===== src/rtl/ysyx_bus_ifu_rsp_pkg.sv =====
// rtl/ysyx_bus_ifu_rsp_pkg.sv - shared types and AXI constants for the IFU fetch responder
package ysyx_bus_ifu_rsp_pkg;

   typedef enum logic [1:0] {
      ST_IDLE = 2'd0,
      ST_AR   = 2'd1,
      ST_R    = 2'd2,
      ST_DROP = 2'd3
   } ysyx_ifu_rsp_state_t;

   localparam logic [1:0] RESP_OKAY  = 2'b00;
   localparam logic [1:0] BURST_INCR = 2'b01;
   localparam logic [2:0] SIZE_4B    = 3'b010;

endpackage


===== src/rtl/ysyx_bus_ifu_rsp.sv =====
// rtl/ysyx_bus_ifu_rsp.sv - IFU fetch port to single-beat AXI4 read, one transaction outstanding
// Optional one-entry hit buffer enabled by YSYX_IFU_RSP_HITBUF_EN.
module ysyx_bus_ifu_rsp
   import ysyx_bus_ifu_rsp_pkg::*;
#(
   parameter int         XLEN   = 32,
   parameter logic [3:0] AXI_ID = 4'd0
) (
   input  logic            clock,
   input  logic            reset,
   input  logic [XLEN-1:0] ifu_araddr,
   input  logic            ifu_arvalid,
   input  logic            ifu_lock,
   output logic            bus_ifu_ready,
   output logic [XLEN-1:0] ifu_rdata,
   output logic            ifu_rvalid,
   output logic            ifu_rerr,
   input  logic            flush_pipeline,
   input  logic            fence_i,
   output logic            bus_lock,
   output logic            axi_arvalid,
   input  logic            axi_arready,
   output logic [XLEN-1:0] axi_araddr,
   output logic [3:0]      axi_arid,
   output logic [7:0]      axi_arlen,
   output logic [2:0]      axi_arsize,
   output logic [1:0]      axi_arburst,
   input  logic            axi_rvalid,
   output logic            axi_rready,
   input  logic            axi_rlast,
   input  logic [XLEN-1:0] axi_rdata,
   input  logic [1:0]      axi_rresp,
   input  logic [3:0]      axi_rid
);

   ysyx_ifu_rsp_state_t state_q, state_d;
   logic [XLEN-1:0]     addr_q;
   logic [XLEN-1:0]     rdata_q;
   logic                rvalid_q;
   logic                rerr_q;
   logic                accept;
   logic                hit;
   logic [XLEN-1:0]     hit_data;
   logic                beat_ok;
   logic                unused_ok;

   assign accept  = ifu_arvalid && (state_q == ST_IDLE);
   assign beat_ok = (state_q == ST_R) && axi_rvalid && !flush_pipeline;

`ifdef YSYX_IFU_RSP_HITBUF_EN
   logic            hb_valid_q;
   logic [XLEN-3:0] hb_tag_q;
   logic [XLEN-1:0] hb_data_q;

   // fence_i invalidates before lookup, so a same-cycle request misses
   assign hit      = hb_valid_q && !fence_i && (hb_tag_q == ifu_araddr[XLEN-1:2]);
   assign hit_data = hb_data_q;

   always_ff @(posedge clock) begin
      if (reset || fence_i) begin
         hb_valid_q <= 1'b0;
      end else if (beat_ok && (axi_rresp == RESP_OKAY)) begin
         hb_valid_q <= 1'b1;
         hb_tag_q   <= addr_q[XLEN-1:2];
         hb_data_q  <= axi_rdata;
      end
   end

   assign unused_ok = ^{axi_rlast, axi_rid, ifu_araddr[1:0]};
`else
   assign hit       = 1'b0;
   assign hit_data  = '0;
   assign unused_ok = ^{axi_rlast, axi_rid, ifu_araddr[1:0], fence_i};
`endif

   always_comb begin
      state_d     = state_q;
      axi_arvalid = 1'b0;
      axi_rready  = 1'b0;
      case (state_q)
         ST_IDLE: begin
            if (accept && !hit) state_d = ST_AR;
         end
         ST_AR: begin
            axi_arvalid = 1'b1;
            if (axi_arready) state_d = flush_pipeline ? ST_DROP : ST_R;
         end
         ST_R: begin
            axi_rready = 1'b1;
            // a flush with no beat yet must still swallow the outstanding beat
            if (flush_pipeline)  state_d = axi_rvalid ? ST_IDLE : ST_DROP;
            else if (axi_rvalid) state_d = ST_IDLE;
         end
         ST_DROP: begin
            axi_rready = 1'b1;
            if (axi_rvalid) state_d = ST_IDLE;
         end
         default: state_d = ST_IDLE;
      endcase
   end

   always_ff @(posedge clock) begin
      if (reset) begin
         state_q  <= ST_IDLE;
         addr_q   <= '0;
         rdata_q  <= '0;
         rvalid_q <= 1'b0;
         rerr_q   <= 1'b0;
      end else begin
         state_q  <= state_d;
         rvalid_q <= 1'b0;
         if (accept) addr_q <= {ifu_araddr[XLEN-1:2], 2'b00};
         if (beat_ok) begin
            rvalid_q <= 1'b1;
            rdata_q  <= axi_rdata;
            rerr_q   <= (axi_rresp != RESP_OKAY);
         end else if (accept && hit) begin
            rvalid_q <= 1'b1;
            rdata_q  <= hit_data;
            rerr_q   <= 1'b0;
         end
      end
   end

   assign bus_ifu_ready = (state_q == ST_IDLE);
   assign ifu_rvalid    = rvalid_q;
   assign ifu_rdata     = rdata_q;
   assign ifu_rerr      = rvalid_q && rerr_q;
   assign bus_lock      = ifu_lock || (state_q != ST_IDLE);
   assign axi_araddr    = addr_q;
   assign axi_arid      = AXI_ID;
   assign axi_arlen     = 8'd0;
   assign axi_arsize    = SIZE_4B;
   assign axi_arburst   = BURST_INCR;

endmodule


===== config.mk =====
export PLATFORM = sky130hd
export DESIGN_NAME = ysyx_bus_ifu_rsp
export DESIGN_NICKNAME = d
export VERILOG_FILES = /design/src/rtl/ysyx_bus_ifu_rsp_pkg.sv /design/src/rtl/ysyx_bus_ifu_rsp.sv
export SDC_FILE = /design/constraint.sdc
export NUM_CORES = 1
export LEC_CHECK = 0
export ABC_AREA = 1
export BUFFER_PORTS_ARGS = -buffer_cell sky130_fd_sc_hd__buf_4
export CAP_MARGIN = 10
export CORE_MARGIN = 3
export CORE_UTILIZATION = 25
export CTS_BUF_LIST = sky130_fd_sc_hd__clkbuf_8
export DETAILED_ROUTE_END_ITERATION = 10
export SYNTH_ARGS = -nofsm -noshare
export SYNTH_HDL_FRONTEND = slang
export SYNTH_SLANG_ARGS = --single-unit

===== constraint.sdc =====
create_clock -name clock -period 1.1 [get_ports clock]
set_input_delay 0.165 -clock clock [delete_from_list [all_inputs] [get_ports clock]]
set_output_delay 0.165 -clock clock [all_outputs]
set_load 0.02 [all_outputs]

# [Word level (Yosys, flattened, before mapping)]
# Index checks and enable logic that the tools add are counted.
[classes] n_reduce_logical=11 mux=10 eq_ne=5
[ops] op="$mux W2" count=5
[ops] op="$pmux W2 S4" count=1
[ops] op="$eq A2 B2 Y1 const B" count=2
[ops] op="$logic_and A1 B1 Y1" count=4
[ops] op="$mux W1" count=4
[ops] op="$reduce_bool A2 Y1" count=2
[ops] op="$eq A2 B1 Y1 const B" count=1
[ops] op="$logic_not A2 Y1" count=1
[ops] op="$ne A2 B1 Y1 const B" count=1
[ops] op="$ne A2 B2 Y1 const B" count=1
[ops] op="$reduce_and A2 Y1" count=1
[ops] op="$reduce_or A2 Y1" count=1
[ops] op="$logic_not A1 Y1" count=1
[ops] op="$logic_or A1 B1 Y1" count=1
[totals] in_bits=79 register_bits=66 word_cells=31

# [Depth between registers and ports, before layout]
# Gate-level depths: netlist (run 1).
[depth] word_depth=4 mapped_depth=7

# [Worst setup path before layout (run 1)]
# Ideal clock, no wire load.
[synth_path] path_type="register to register" start="register state_q[1]" end="register addr_q[10] (netlist: axi_araddr[10])" n_path_buf=1 setup_time_ps=116 arrival_ps=1030 stages_incl_launch_ff=6 slack_ps=-45 cell_sequence="dfxtp_1 > nor2_4 > nand2_2 > buf_2 > o21ai_0 > nor2_1"
[synth_via] elab_chain_cells=2
[synth_rtl] element="start, declared" line_no="ysyx_bus_ifu_rsp.sv:36" source="ysyx_ifu_rsp_state_t state_q, state_d;"
[synth_rtl] element="start signal, assigned" line_no="ysyx_bus_ifu_rsp.sv:110" source="state_q <= state_d;"
[synth_rtl] element="$logic_not A2 Y1"
[synth_rtl] element="via bus_ifu_ready" line_no="ysyx_bus_ifu_rsp.sv:14" source="output logic bus_ifu_ready,"
[synth_rtl] element="$logic_and A1 B1 Y1" line_no="ysyx_bus_ifu_rsp.sv:47" source="assign accept = ifu_arvalid && (state_q == ST_IDLE);"
[synth_rtl] element="end signal, assigned" line_no="ysyx_bus_ifu_rsp.sv:112" source="if (accept) addr_q <= {ifu_araddr[XLEN-1:2], 2'b00};"
[synth_rtl] element="end, declared" line_no="ysyx_bus_ifu_rsp.sv:37" source="logic [XLEN-1:0] addr_q;"
# The timed path passes the listed nets, and every way through them passes these cells.
# A chain may end at the register's enable or synchronous reset.

# [Worst setup path in the final report (run 1)]
[layout_path] start="register state_q[0]" end="output port bus_lock"
[layout_via] elab_chain_cells=2
[layout_rtl] element="$reduce_bool A2 Y1" line_no="ysyx_bus_ifu_rsp.sv:129" source="assign bus_lock = ifu_lock || (state_q != ST_IDLE);"
[layout_rtl] element="$logic_or A1 B1 Y1" line_no="ysyx_bus_ifu_rsp.sv:129"
[layout_rtl] element="end, declared" line_no="ysyx_bus_ifu_rsp.sv:20" source="output logic bus_lock,"
# Every way passes these cells.

==> results.cfg, run 1 <==
[placement]
hpwl_um = 5220
gp_congestion = 0.764
portBuffers = 138

[global_routing]
antenna_found_initial = 0
grt_max_degree = 47
grt_pass1_wl_um = 12000
grt_pass1_vias = 2601
track_usage_pct = 13.3
overflow = 0

[power_and_ir_drop]
static-leakage-power_nw = 2.09
power.density_nw_per_um2 = 1490
vdd_drop_max_mv = 0.634
power_mw = 6.70

[die]
die_w_um = 107
fp-row-count = 36
core_region_area_um2 = 9820
initial_utilization_pct = 25.9
die_area_um2 = 11400
io_pins = 166
die_height_um = 107

[clocking]
clock-sinks = 66
clk_pin_slew_ns = 0.07
cts_tree = built
worstSkewPairLatency_ns = 0.34
cts_made_buffers = 9
cts.path.max_buffers = 2
ctsRootBufferMaster = clkbuf_8
h-tree-depth = 3

[logic_synthesis]
yosysTopAreaCell = dfxtp_1
yosysMostFrequentCell = nor2_1
yosysTopAreaCellShare_pct = 51.9
syn_area_um2 = 2540
synth_edf_count = 0
avgSynthCellArea_um2 = 7.90
ys_seq_area_share_pct = 51.9
yosysUniqueCellTypes = 24
netlist_instances = 322
synth-seq-cells = 66
synthFlopType = dfxtp_1
yosys-top-cells-area = dfxtp_1 52%, nor2_1 19%, o21ai_0 9.2%, buf_4 5.6%, buf_6 4.0%
yosysWarnings = 0
synthArstFlopShare_pct = 0
synth_common_cells = 128 x nor2_1, 66 x dfxtp_1, 47 x o21ai_0

[status]
status = finished with violations
failed_checks = setup timing

[worst_hold_path]
min_path_type = in -> reg

[worst_setup_path]
arrival_ns = 1.18
start_kind = flop
reg2reg_slack_ns = -0.22
crit_required_ns = 0.94
worstPathMaxFanout = 3
path_class = reg -> out
end_kind = output port

[routing]
routedWlPerCell_um = 12.8
drt-pass1-iter-count = 6
vias_per_cell = 4.13
vias = 2559
wl_um = 7920
drcViolationCount = 0
ant_nets = 0
initialDrtViolationCount = 75

[timing]
min_period_over_period_pct = 122
max_freq_mhz = 745
fin_crit_ns = 1.34
finalHoldViolations = 0
fin_skew_ns = 0.00769
slew_violations = 0
fin_ws_ns = -0.243
grt_setup_unrepaired = true
setup_violations = 65

[cells_and_area]
fillerInstances = 995
area_growth_pct = 77.2
utilization_pct = 45.9
antenna_cells = 0
layout-drive-gt1-share_pct = 52.4
final_nets = 561

[run]
cap_violations = 0
## through the flow
stage | worst slack, ns | hold slack [ns] | std cells | setup TNS (ns) | area (µm²)
after floorplan | -0.0128 | 0.227 | 339 | -0.232 | 2610
after global placement | -0.113 | 0.359 | 585 | -4.00 | 3660
after detailed placement | -0.152 | 0.365 | 585 | -6.01 | 3660
after CTS | -0.274 | 0.0361 | 616 | -7.22 | 4300
after global routing | -0.312 | 0.0464 | 620 | -13.61 | 4510
final | -0.243 | 0.0566 | 620 | -9.07 | 4510
## area by class of cell
class / count / area, µm² / area share, %
timing repair buffer: 167 / 1440 / 32.0
clock inverter: 6 / 65.1 / 1.44
clock buffer: 10 / 138 / 3.05
timing repair inverter: 3 / 70.1 / 1.55
inverter: 9 / 75.1 / 1.67
tap: 133 / 166 / 3.69
multi-input combinational: 226 / 1220 / 27.2
sequential: 66 / 1330 / 29.5
## worst max-delay path, cell delays in order, from the launching register on
cell	delay, ns
dfxtp_2	0.35
nor2_4	0.11
inv_1	0.04
or2_4	0.22
buf_6	0.13
## logic make-up (layout without fill, tap and decap cells)
group	count (synthesis)	in the layout	share of synthesized area, %
flip-flops	66	66	51.9
AND/OR/NAND/NOR	142	142	22.1
buffers and inverters	47	195	12.8
other	2	19	0.295
AO/OA/AOI/OAI	65	65	12.8
## worst paths after layout
path | from | endpoint | depth (start not counted)
max | state_q[0] | bus_lock | 4
min | axi_rdata[10] | ifu_rdata[10] | 3
max reg2reg | state_q[1] | rerr_q | 8
min reg2reg | axi_araddr[31] | axi_araddr[31] | 2
## sequential cells by signal (all words and copies together), names as in the netlist
name        cells
ifu_rvalid      1
rerr_q          1
axi_araddr     30
state_q         2
ifu_rdata      32
## layer usage
layer	wire length, µm	vias up	track usage, %
met5	0	-	0
met3	581	14	4.39
met2	3940	103	23.8
met1	3230	1141	14.7
met4	175	0	4.84
li1	-	1301	-
## report_power, final
group,switching [mW],leakage (nW),internal (mW),total (mW)
logic,0.999,1.45,0.900,1.90
clock network,0.958,0.103,1.11,2.07
registers,0.129,0.542,2.60,2.73
## cells in the final DEF, fill, tap and decap left out
master and count:
a21oi_2 2, buf_12 4, buf_16 3, buf_4 145, buf_6 13, bufbuf_16 1
bufinv_16 1, clkbuf_8 10, clkinv_1 1, clkinv_16 2, clkinv_2 2, clkinv_4 2
clkinvlp_4 1, conb_1 19, dfxtp_1 62, dfxtp_2 3, dfxtp_4 1, dlygate4sd3_1 1
inv_1 2, inv_16 2, inv_2 2, inv_4 1, inv_6 1, inv_8 1
nand2_1 3, nand2_2 1, nand2_4 2, nand2_8 2, nand3_2 1, nor2_1 111
nor2_2 11, nor2_4 8, nor3_4 1, o21ai_0 7, o21ai_1 26, o21ai_2 29
o21ai_4 1, or2_4 2
## repair_timing
action	in CTS	in global routing
pin swaps	4	6
endpoints found under the hold margin	2	0
gates cloned	4	2
setup buffers	10	3
gates resized for setup	103	51
setup endpoints to repair	67	70
hold buffers	1	0
Note: power is estimated with default switching activity, not from simulation.
==> inputs of run 2 (changes only) <==
BUFFER_PORTS_ARGS = not set   (was -buffer_cell sky130_fd_sc_hd__buf_4)
CTS_BUF_LIST = not set   (was sky130_fd_sc_hd__clkbuf_8)
DONT_BUFFER_PORTS = 1   (was not set)
==> run 2 against run 1 <==
Effect of this change:
- the run still ends with setup timing left
- die area did not move
- count of clock-buffer cells in the layout did not move
- worst setup slack got worse by 0.016 ns
- final area fell by 0.94%
- via count fell by 2.1%
- hold slack got worse by 0.025 ns
- first-iteration DRC count rose by 53%
- flip-flop and latch count did not move
- clock power rose by 4%
- core utilization fell by 0.43 points
- sequential power rose by 12%
- global-route usage rose by 1.2 points
- critical path type unchanged
- highest routed layer unchanged
==> results.cfg, run 2 (synthesis gave the netlist of run 1 again) <==
[timing]
fin_skew_ns = 0.00780
fin_ws_ns = -0.259
fin_crit_ns = 1.36
min_period_over_period_pct = 124
tightestPinTransition_ns = 0.539
finalHoldViolations = 0
max_freq_mhz = 736
relSlewSlack_pct = 64.1
grt_setup_unrepaired = true
slew_violations = 0
setup_violations = 69

[die]
die_height_um = 107
fp-row-count = 36
die_area_um2 = 11400
io_pins = 166
initial_utilization_pct = 25.9
core_region_area_um2 = 9820
die_w_um = 107

[routing]
vias_per_cell = 4.51
initialDrtViolationCount = 115
ant_nets = 0
wl_um = 9550
drcViolationCount = 0
routedWlPerCell_um = 17.2
drt-pass1-iter-count = 4
vias = 2505

[clocking]
h-tree-depth = 3
worstSkewPairLatency_ns = 0.34
cts.path.max_buffers = 2
cts_made_buffers = 9
clock-sinks = 66
cts_tree = built
clk_pin_slew_ns = 0.06
ctsRootBufferMaster = clkbuf_8

[placement]
portBuffers = 0
hpwl_um = 4530
placedCellCount = 450
dp_slack_ns = -0.0719
gp_congestion = 0.636

[power_and_ir_drop]
power_mw = 7.07
power.internal_mw = 4.79
p_sw_share_pct = 32.2
seqPwrFrac_pct = 43.4
static-leakage-power_nw = 1.77
p_comb_share_pct = 26.1
p_sw_mw = 2.28
clockPowerShare_pct = 30.5
vdd_drop_max_mv = 0.679
power.density_nw_per_um2 = 1580

[cells_and_area]
final_nets = 498
utilization_pct = 45.5
antenna_cells = 0
area_growth_pct = 75.5
layout_common_cells = 92 x nor2_1, 65 x dlygate4sd3_1, 64 x dfxtp_1
layout-drive-gt1-share_pct = 36.4
largest_reg_flops = 32
fillerInstances = 909
final_common_cell = nor2_1
finalNonFillerCells = 556

[worst_setup_path]
worstPathMaxFanout = 2
start_kind = flop
crit_chain = nor2_4 -> buf_6 -> inv_1 -> or2_4
end_kind = output port
path_class = reg -> out
crit_required_ns = 0.94
arrival_ns = 1.19
crit_family = simple AND/OR/NAND/NOR gates
max_stage_delay_ns = 0.36
slowest_stage = dfxtp_4
timing.critical_path.buf_inv = 2

[global_routing]
grt_pass1_wl_um = 12700
track_usage_pct = 14.5
grt_pass1_vias = 2602
grt_max_degree = 34
overflow = 0
antenna_found_initial = 0

[status]
failed_checks = setup timing
status = finished with violations

[run]
cap_violations = 0

[worst_hold_path]
min_path_type = in -> reg
-- run 2: changes by cell type in the layout (fill, tap and decap cells not counted), sizes merged --
cell,change
bufbuf,-1
clkinv,-3
buf,-133
inv,+1
bufinv,+1
clkbuf,+4
nand2,+2
dlygate4sd3,+64
clkinvlp,+1
-- run 2: power by group through the flow --
stage | Sequential (mW) | Combinational, mW | Clock, mW
floorplan | 3.01 | 0.664 | 0
global placement | 3.05 | 0.736 | 0
detailed placement | 3.05 | 0.762 | 0
CTS | 3.00 | 1.27 | 2.27
global route | 3.09 | 1.97 | 2.36
finish | 3.07 | 1.84 | 2.16
-- run 2: repair_timing --
action	CTS	global route
gates cloned	7	6
hold endpoints to repair	63	1
hold buffers	64	1
setup endpoints to repair	67	71
setup buffers	11	3
pin swaps	26	25
gates resized for setup	87	119
-- run 2: path summary, 6_finish.rpt --
| check | startpoint | endpoint | slack (ns) | cells past startpoint |
|---|---|---|---|---|
| max | state_q[0] | bus_lock | -0.26 | 4 |
| min | ifu_araddr[26] | axi_araddr[26] | 0.03 | 2 |
| max reg2reg | state_q[0] | ifu_rdata[24] | -0.22 | 7 |
| min reg2reg | rerr_q | rerr_q | 0.53 | 2 |
-- run 2: stage by stage --
stage / area [µm²] / hold WS, ns / setup TNS, ns
3_5_place_dp: 2650 / 0.231 / -1.92
4_1_cts: 3930 / 0.0101 / -6.42
5_1_grt: 4460 / 0.0473 / -14.90
6_report: 4460 / 0.0314 / -11.19
3_3_place_gp: 2650 / 0.231 / -0.819
2_1_floorplan: 2610 / 0.227 / -0.232
-- run 2: final cells by class --
class | instances | area, µm² | share of cell area [%]
inverters | 9 | 60.1 | 1.35
clock inverters | 5 | 80.1 | 1.79
well taps | 133 | 166 | 3.73
repair buffers | 101 | 1180 | 26.5
multi-input cells | 228 | 1450 | 32.6
repair inverters | 4 | 63.8 | 1.43
clock buffers | 10 | 128 | 2.86
flip-flops and latches | 66 | 1330 | 29.8
-- run 2: per-layer routing --
layer	wire [µm]	global-route usage [%]	vias to the layer above	part of all wire [%]
met3	875	6.86	16	9.2
met4	161	5.39	0	1.7
met1	3260	13.2	1194	34
met5	0	0	-	0
li1	-	-	1179	-
met2	5250	27.7	116	55
